**config.mk**
```make
export PLATFORM = sky130hd
export DESIGN_NAME = ex_mem_wb_pipe_ctrl
export DESIGN_NICKNAME = d
export VERILOG_FILES = /design/src/rtl/ex_mem_wb_pipe_ctrl.sv
export SDC_FILE = /design/constraint.sdc
export NUM_CORES = 1
export LEC_CHECK = 0
export CORE_ASPECT_RATIO = 1.4
export CORE_MARGIN = 2
export CORE_UTILIZATION = 46
export CTS_BUF_LIST = sky130_fd_sc_hd__clkbuf_4 sky130_fd_sc_hd__clkbuf_8 sky130_fd_sc_hd__clkbuf_16
export DETAILED_ROUTE_END_ITERATION = 6
export PLACE_DENSITY = 0.8
export SLEW_MARGIN = 20
export SYNTH_ARGS = -nofsm -noshare
export SYNTH_HDL_FRONTEND = slang
export SYNTH_SLANG_ARGS = --single-unit
```
**constraint.sdc**
```tcl
create_clock -name clk -period 2.7 [get_ports clk]
set_input_delay 0.405 -clock clk [delete_from_list [all_inputs] [get_ports clk]]
set_output_delay 0.405 -clock clk [all_outputs]
set_load 0.02 [all_outputs]
```
**src/rtl/ex_mem_wb_pipe_ctrl.sv**
```systemverilog
// ex_mem_wb_pipe_ctrl
//   Back-end pipeline control for the 5-stage core. Holds the ID/EX, EX/MEM
//   and MEM/WB instruction words and write enables, and feeds them directly
//   to the forwarding unit. It detects load-use hazards and inserts one
//   bubble for each. It applies taken-branch flushes and whole-back-end
//   memory stalls. It also keeps saturating stall and flush event counters.
//
// Ports
//   clk             in   1      rising-edge clock
//   rst             in   1      synchronous active-high reset
//   inst_data_ID    in   32     instruction leaving decode
//   regwrite_ID     in   1      decoded instruction writes rd
//   memread_ID      in   1      decoded instruction is a load
//   branch_taken_EX in   1      redirect resolved in EX this cycle
//   mem_stall       in   1      data memory not ready, freeze back end
//   inst_data_EX    out  32     ID/EX instruction register
//   inst_data_MEM   out  32     EX/MEM instruction register
//   inst_data_WB    out  32     MEM/WB instruction register
//   regwrite_MEM    out  1      EX/MEM write enable
//   regwrite_WB     out  1      MEM/WB write enable
//   memread_EX      out  1      ID/EX load flag
//   stall_IF_ID     out  1      hold PC and IF/ID this cycle (combinational)
//   flush_IF_ID     out  1      load NOP into IF/ID next edge (combinational)
//   stall_cnt       out  CNT_W  load-use bubbles inserted (saturating)
//   flush_cnt       out  CNT_W  taken-branch flushes (saturating)
module ex_mem_wb_pipe_ctrl #(
    parameter logic [31:0] NOP_INST = 32'h0000_0013,
    parameter int          CNT_W    = 16
) (
    input  logic             clk,
    input  logic             rst,
    input  logic [31:0]      inst_data_ID,
    input  logic             regwrite_ID,
    input  logic             memread_ID,
    input  logic             branch_taken_EX,
    input  logic             mem_stall,
    output logic [31:0]      inst_data_EX,
    output logic [31:0]      inst_data_MEM,
    output logic [31:0]      inst_data_WB,
    output logic             regwrite_MEM,
    output logic             regwrite_WB,
    output logic             memread_EX,
    output logic             stall_IF_ID,
    output logic             flush_IF_ID,
    output logic [CNT_W-1:0] stall_cnt,
    output logic [CNT_W-1:0] flush_cnt
);

    localparam logic [6:0] OP_LUI   = 7'b0110111;
    localparam logic [6:0] OP_AUIPC = 7'b0010111;
    localparam logic [6:0] OP_JAL   = 7'b1101111;
    localparam logic [6:0] OP_R     = 7'b0110011;
    localparam logic [6:0] OP_S     = 7'b0100011;
    localparam logic [6:0] OP_B     = 7'b1100011;

    logic       regwrite_EX;
    logic [6:0] opcode_ID;
    logic [4:0] rs1_ID;
    logic [4:0] rs2_ID;
    logic [4:0] rd_EX;
    logic       rs1_used_ID;
    logic       rs2_used_ID;
    logic       load_use;

    assign opcode_ID = inst_data_ID[6:0];
    assign rs1_ID    = inst_data_ID[19:15];
    assign rs2_ID    = inst_data_ID[24:20];
    assign rd_EX     = inst_data_EX[11:7];

    // Source fields that hold immediate bits must not raise a false hazard.
    assign rs1_used_ID = !(opcode_ID == OP_LUI || opcode_ID == OP_AUIPC || opcode_ID == OP_JAL);
    assign rs2_used_ID = (opcode_ID == OP_R || opcode_ID == OP_S || opcode_ID == OP_B);

    // A bubble clears memread_EX, so each load can cause at most one bubble.
    assign load_use = memread_EX && (rd_EX != 5'd0) &&
                      ((rs1_used_ID && (rs1_ID == rd_EX)) ||
                       (rs2_used_ID && (rs2_ID == rd_EX)));

    // A taken branch overrides load-use because the ID instruction is on the wrong path.
    always_comb begin
        stall_IF_ID = 1'b0;
        flush_IF_ID = 1'b0;
        if (mem_stall) begin
            stall_IF_ID = 1'b1;
        end else if (branch_taken_EX) begin
            flush_IF_ID = 1'b1;
        end else if (load_use) begin
            stall_IF_ID = 1'b1;
        end
    end

    always_ff @(posedge clk) begin
        if (rst) begin
            inst_data_EX  <= NOP_INST;
            inst_data_MEM <= NOP_INST;
            inst_data_WB  <= NOP_INST;
            regwrite_EX   <= 1'b0;
            regwrite_MEM  <= 1'b0;
            regwrite_WB   <= 1'b0;
            memread_EX    <= 1'b0;
            stall_cnt     <= '0;
            flush_cnt     <= '0;
        end else if (!mem_stall) begin
            inst_data_MEM <= inst_data_EX;
            inst_data_WB  <= inst_data_MEM;
            regwrite_MEM  <= regwrite_EX;
            regwrite_WB   <= regwrite_MEM;
            if (branch_taken_EX || load_use) begin
                inst_data_EX <= NOP_INST;
                regwrite_EX  <= 1'b0;
                memread_EX   <= 1'b0;
            end else begin
                inst_data_EX <= inst_data_ID;
                regwrite_EX  <= regwrite_ID;
                memread_EX   <= memread_ID;
            end
            if (branch_taken_EX) begin
                if (flush_cnt != '1) flush_cnt <= flush_cnt + CNT_W'(1);
            end else if (load_use) begin
                if (stall_cnt != '1) stall_cnt <= stall_cnt + CNT_W'(1);
            end
        end
    end

endmodule

```
==> flow_summary_export.csv, run 1 <==
group,metric,value,unit
outcome,status,"finished clean",
power_and_ir_drop,ir_worst_vdd,0.466,mV
synth,synth_xor_area_frac,0.0437,
power_and_ir_drop,p_leak,2.90,nW
global_routing,overflow,0,
global_routing,grt_antenna_before_repair,0,
sta,slew_viol_final,0,
global_routing,grt.total_usage,0.231,
route,route.detailed.wl_per_inst,16.6,µm
route,drt_iter0_drc,199,
synth,async_flop_share,0,
floorplanning,start_util,0.467,
route,vias_per_cell,5.44,
worst_setup_path,crit_path_end_kind,"output port",
worst_setup_path,required,2.30,ns
route,routed_wl,14.2,mm
clock_tree,cts-hold-fix-buffers,0,
sta,skew,0.00970,ns
job,drv_cap,0,
clock_tree,cts_tree,"built",
layout,fin_nets,740,
clock_tree,htreeDepth,4,
worst_setup_path,slowest_stage,"or4_1",
layout,layout.cells.non_filler,857,
synth,synth_top_area_share,0.507,
route,drcViolationCount,0,
synth,syn_nets,577,
place,place_inst,825,
synth,yosys.area_share.simple,0.185,
layout,drive_gt1_frac,0.0799,
synth,synth_top_family_by_area,"simple AND/OR/NAND/NOR gates",
place,place.gp.congestion,0.808,
global_routing,grt_max_degree,92,
synth,postSynthCellCount,537,
worst_setup_path,critPathKind,"reg -> out",
synth,synth.area.mux_share,0.119,
synth,synth_commonest_cells,"dfxtp_1 (132), nor2_1 (116), mux2i_1 (62), a32oi_1 (31), clkbuf_1 (25)",
worst_hold_path,min_from,"mem_stall",
worst_setup_path,cpPeakStageDelay,0.53,ns
synth,ys_ff_latch,132,
clock_tree,cts.sinks,132,
sta,timing.fmax,389,MHz
worst_hold_path,hold_class,"in -> reg",
worst_setup_path,cp.arrival,2.17,ns
worst_setup_path,critPathLaunch,"inst_data_EX[7]",
worst_setup_path,crit_path_start_kind,"flop",
place,placement.io_buffers,170,
route,dr.pass1.iters,4,
synth,synth_edf_count,0,
worst_setup_path,r2r-start,"inst_data_EX[11]",
clock_tree,post_cts_buffers,0,
floorplanning,core-area,11200,µm²
floorplanning,io_pins,171,
synth,yosysTopAreaCell,"dfxtp_1",
layout,seq_area,2650,µm²
floorplanning,dieArea,12200,µm²
floorplanning,rows,46,
floorplanning,die_h,130,µm
worst_setup_path,cp_cell_sequence,"or4_1 > o21ai_1 > nor2_1 > o21ai_2 > o21bai_1 > dlygate4sd2_1",
synth,syn_area,5220,µm²
clock_tree,cts_resized,3,
sta,finalCriticalPeriod,2.57,ns
floorplanning,die_w,94.0,µm
synth,yosysMostFrequentCell,"dfxtp_1",
layout,diodes,0,
worst_setup_path,critPathMaxFanout,6,
power_and_ir_drop,fin_total_pwr,4.69,mW
clock_tree,numCtsBuffers,17,
synth,yosysWarnings,0,
sta,slew_headroom,0.512,
route,antenna_left,0,
global_routing,grt_first_pass_wirelength,22.1,mm
synth,synthAdderAreaFrac,0.00480,
synth,synth.area.top_cells,"dfxtp_1 (51%), mux2i_1 (12%), nor2_1 (8.3%)",
route,vias,4662,
sta,fin_crit_sh,0.952,
layout,fillers,902,
sta,setup_viol,0,
place,placed_area,7040,µm²
place,dp_hpwl,9.80,mm
clock_tree,cts-root-buf,"clkbuf_16",
sta,rsz0062_at_grt,"no",
clock_tree,cts_buffer_depth,2,
layout,multi_input_area,2410,µm²
clock_tree,clock_latency,0.41,ns
sta,worstMarginPinSlew,0.732,ns
layout,stdcell_area,7640,µm²
layout,synthToLayoutAreaGrowth,46.5,%
synth,syn_area_per_cell,9.71,µm²
clock_tree,clk_pin_slew,0.06,ns
synth,synth-compound-area-share,0.109,
synth,synth_ff_type,"dfxtp_1",
synth,ys_seq_area_frac,0.507,
power_and_ir_drop,power_density,614,nW/µm²
global_routing,grt_pass1_vias,4395,
synth,ys_types,44,
sta,final_hold_viol_count,0,
sta,fin_hold_ws,0.465,ns
==> area by class of cell <==
cell class / instances / share of cell area
clock buffers: 21 / 0.0621
well taps: 144 / 0.0236
multi-input cells: 366 / 0.316
clock inverters: 11 / 0.0164
repair buffers: 182 / 0.235
inverters: 1 / 0.000491
flip-flops and latches: 132 / 0.346
==> cells in the final DEF (no fill, tap or decap), drive strengths merged, types with 7 or more instances in the layout <==
cell	n
mux2i	62
clkbuf	21
xor2	16
or4	8
a32oi	31
o21ai	12
nand2	11
nor2	116
nor2b	9
a21oi	12
xnor2	10
nand3	14
dfxtp	132
buf	14
nand4	10
or3	7
clkdlybuf4s50	167
==> report_power, final <==
part / total [mW] / switching, mW / internal [mW]
clock: 2.29 / 0.841 / 1.44
combinational: 0.383 / 0.198 / 0.185
sequential: 2.02 / 0.0339 / 1.99
total: 4.69 / 1.07 / 3.62
==> worst paths after layout <==
path	end	slack (ns)	cells after the start
setup / recovery	stall_IF_ID	0.13	6
hold / removal	inst_data_WB[29]	0.46	3
setup reg to reg	stall_cnt[9]	0.45	7
hold reg to reg	inst_data_WB[1]	0.47	1
==> critical path: cells and delay by family (launching register included) <==
kind,cells,cell delay [ns]
simple gates,2,0.62
compound gates,3,0.41
flops,1,0.38
buf+inv,1,0.34
==> logic make-up after synthesis <==
| group | after synthesis |
|---|---|
| xor+xnor | 26 |
| flops | 132 |
| simple gates | 200 |
| mux | 62 |
| compound gates | 76 |
| buf+inv | 39 |
| fa+ha+maj | 2 |
==> per-stage QoR <==
step	utilization	TNS [ns]	setup slack [ns]
global route	0.684	0	0.00488
floorplan	-	0	0.503
global placement	0.630	-0.0862	-0.0862
detailed placement	0.630	-0.146	-0.120
finish	0.684	0	0.130
CTS	0.684	0	0.103
==> registers in the layout, summed over array words and instances (netlist names) <==
| signal | flops |
|---|---|
| regwrite_MEM | 1 |
| inst_data_WB | 32 |
| memread_EX | 1 |
| regwrite_WB | 1 |
| regwrite_EX | 1 |
| flush_cnt | 16 |
| inst_data_EX | 32 |
| inst_data_MEM | 32 |
| stall_cnt | 16 |
==> layer usage <==
metal	vias up	wire length, µm	track usage
met1	2213	5530	0.264
li1	2241	-	-
met5	-	0	0
met2	179	7500	0.403
met3	29	841	0.0629
met4	0	368	0.0989
(Power assumes the default switching activity.)
==> inputs of run 2 (changes only) <==
CELL_PAD_IN_SITES_DETAIL_PLACEMENT = 2   (was unset)
CELL_PAD_IN_SITES_GLOBAL_PLACEMENT = 2   (was unset)
CORE_UTILIZATION = 37   (was 46)
DONT_BUFFER_PORTS = 1   (was unset)
PLACE_DENSITY = unset   (was 0.8)
PLACE_DENSITY_LB_ADDON = 0.1   (was unset)
==> flow_summary_export.csv, run 2 (synthesis results as in run 1) <==
group,metric,value,unit
outcome,status,"finished clean",
worst_setup_path,crit_path_end_kind,"output port",
route,drcViolationCount,0,
worst_setup_path,critPathMaxFanout,8,
power_and_ir_drop,ir_worst_vdd,0.312,mV
place,placed_area,5420,µm²
worst_hold_path,hold_class,"in -> reg",
layout,multi_input_area,2430,µm²
place,pre_cts_slack,0.270,ns
global_routing,grt.total_usage,0.203,
power_and_ir_drop,fin_total_pwr,4.85,mW
layout,fin_nets,577,
worst_setup_path,crit_end,"stall_IF_ID",
worst_setup_path,crit_path_start_kind,"flop",
sta,rsz0062_at_grt,"no",
layout,drive_gt1_frac,0.107,
worst_setup_path,critPathLaunch,"inst_data_EX[7]",
route,drt_iter0_drc,115,
worst_setup_path,r2r_end,"stall_cnt[9]",
route,wl_met1,6.03,mm
sta,setup_viol,0,
sta,fin_hold_ws,0.0556,ns
sta,slew_viol_final,0,
route,vias,4078,
global_routing,grt_first_pass_wirelength,24.0,mm
layout,stdcell_area,6120,µm²
power_and_ir_drop,p_leak,2.37,nW
layout,post-route-util,0.442,
floorplanning,io_pins,171,
clock_tree,clock_latency,0.42,ns
sta,timing.fmax,407,MHz
sta,slew_headroom,0.348,
job,drv_cap,0,
sta,worstMarginPinSlew,0.978,ns
worst_setup_path,critPathKind,"reg -> out",
route,routed_wl,15.4,mm
layout,fillers,1516,
layout,reg_top3,"inst_data_EX x32, inst_data_MEM x32, inst_data_WB x32",
worst_setup_path,cp.arrival,2.05,ns
floorplanning,dieArea,15100,µm²
layout,synthToLayoutAreaGrowth,17.4,%
global_routing,grt_max_degree,135,
route,route.met2.wl,7.95,mm
sta,finalSetupTns,0,ns
sta,skew,0.0130,ns
clock_tree,cts.sinks,132,
global_routing,grt_antenna_before_repair,0,
sta,final_hold_viol_count,0,
layout,layout_common_cells,"dfxtp_1 (132), nor2_1 (115), mux2i_1 (62), a32oi_1 (31), buf_4 (19)",
floorplanning,core-area,13800,µm²
layout,seq_area,2640,µm²
layout,layout.cells.non_filler,734,
worst_setup_path,r2r-start,"stall_cnt[0]",
worst_hold_path,hold_depth,1,
global_routing,grt_pass1_vias,4326,
worst_setup_path,rr_worst_depth,7,
place,place_inst,700,
clock_tree,numCtsBuffers,17,
place,dp_hpwl,10.2,mm
route,antenna_left,0,
sta,fin_crit_sh,0.910,
route,vias_per_cell,5.56,
worst_setup_path,required,2.30,ns
layout,diodes,0,
clock_tree,cts_tree,"built",
power_and_ir_drop,power_density,793,nW/µm²
sta,finalCriticalPeriod,2.46,ns
place,place.gp.congestion,0.694,
worst_hold_path,min_from,"rst",
global_routing,overflow,0,
floorplanning,die_h,144,µm
clock_tree,cts-root-buf,"clkbuf_16",
clock_tree,cts_buffer_depth,2,
clock_tree,htreeDepth,4,
route,route.detailed.wl_per_inst,21.0,µm
sta,setup_slack,0.244,ns
route,wl_met3,1.22,mm
layout,final_common_cell,"dfxtp_1",
route,dr.pass1.iters,4,
route,routed.top_layer,"met4",
floorplanning,die_w,104,µm
clock_tree,clk_pin_slew,0.06,ns
floorplanning,start_util,0.377,
worst_setup_path,ff2ff_setup_slack,0.37,ns
place,placement.io_buffers,0,
floorplanning,rows,51,
run 2: final cells by class:
class                           count  area share
Sequential cell                   132       0.432
Multi-Input combinational cell    366       0.397
Clock buffer                       17      0.0695
Clock inverter                     14      0.0407
Tap cell                          185      0.0378
Timing Repair Buffer               19      0.0233
Inverter                            1    0.000613
run 2: layer usage:
metal / track usage / up-vias
met5: 0 / -
met4: 0.0626 / 0
met3: 0.0856 / 16
met2: 0.356 / 123
met1: 0.224 / 2023
li1: - / 1916
run 2: how the worst min path moves through the flow:
stage	to	slack, ns
2_1_floorplan	regwrite_EX	0.45
3_3_place_gp	regwrite_EX	0.46
3_5_place_dp	stall_cnt[8]	0.49
4_1_cts	stall_cnt[10]	0.04
5_1_grt	inst_data_WB[10]	0.05
6_report	stall_cnt[11]	0.06
run 2: timing repair:
| item | 4_1_cts | 5_1_grt |
|---|---|---|
| buffers inserted | 0 | 3 |
| endpoints found under the setup margin | 1 | 1 |
| resized for setup | 1 | 0 |
| pin swaps | 0 | 0 |
| hold buffers | 0 | 0 |
run 2: report_power, final:
group          switching (mW)  leakage [nW]  internal [mW]
Sequential             0.0854          1.07           1.99
Clock                   0.904         0.325           1.74
Combinational          0.0606         0.974         0.0742
Total                    1.05          2.37           3.80
run 2: worst max-delay path: stages (launching register included):
cell and delay, ns:
dfxtp_1 0.36, or4_1 0.54, o21ai_1 0.23, nor2_1 0.11, o21ai_4 0.13, o21bai_1 0.10
buf_4 0.16
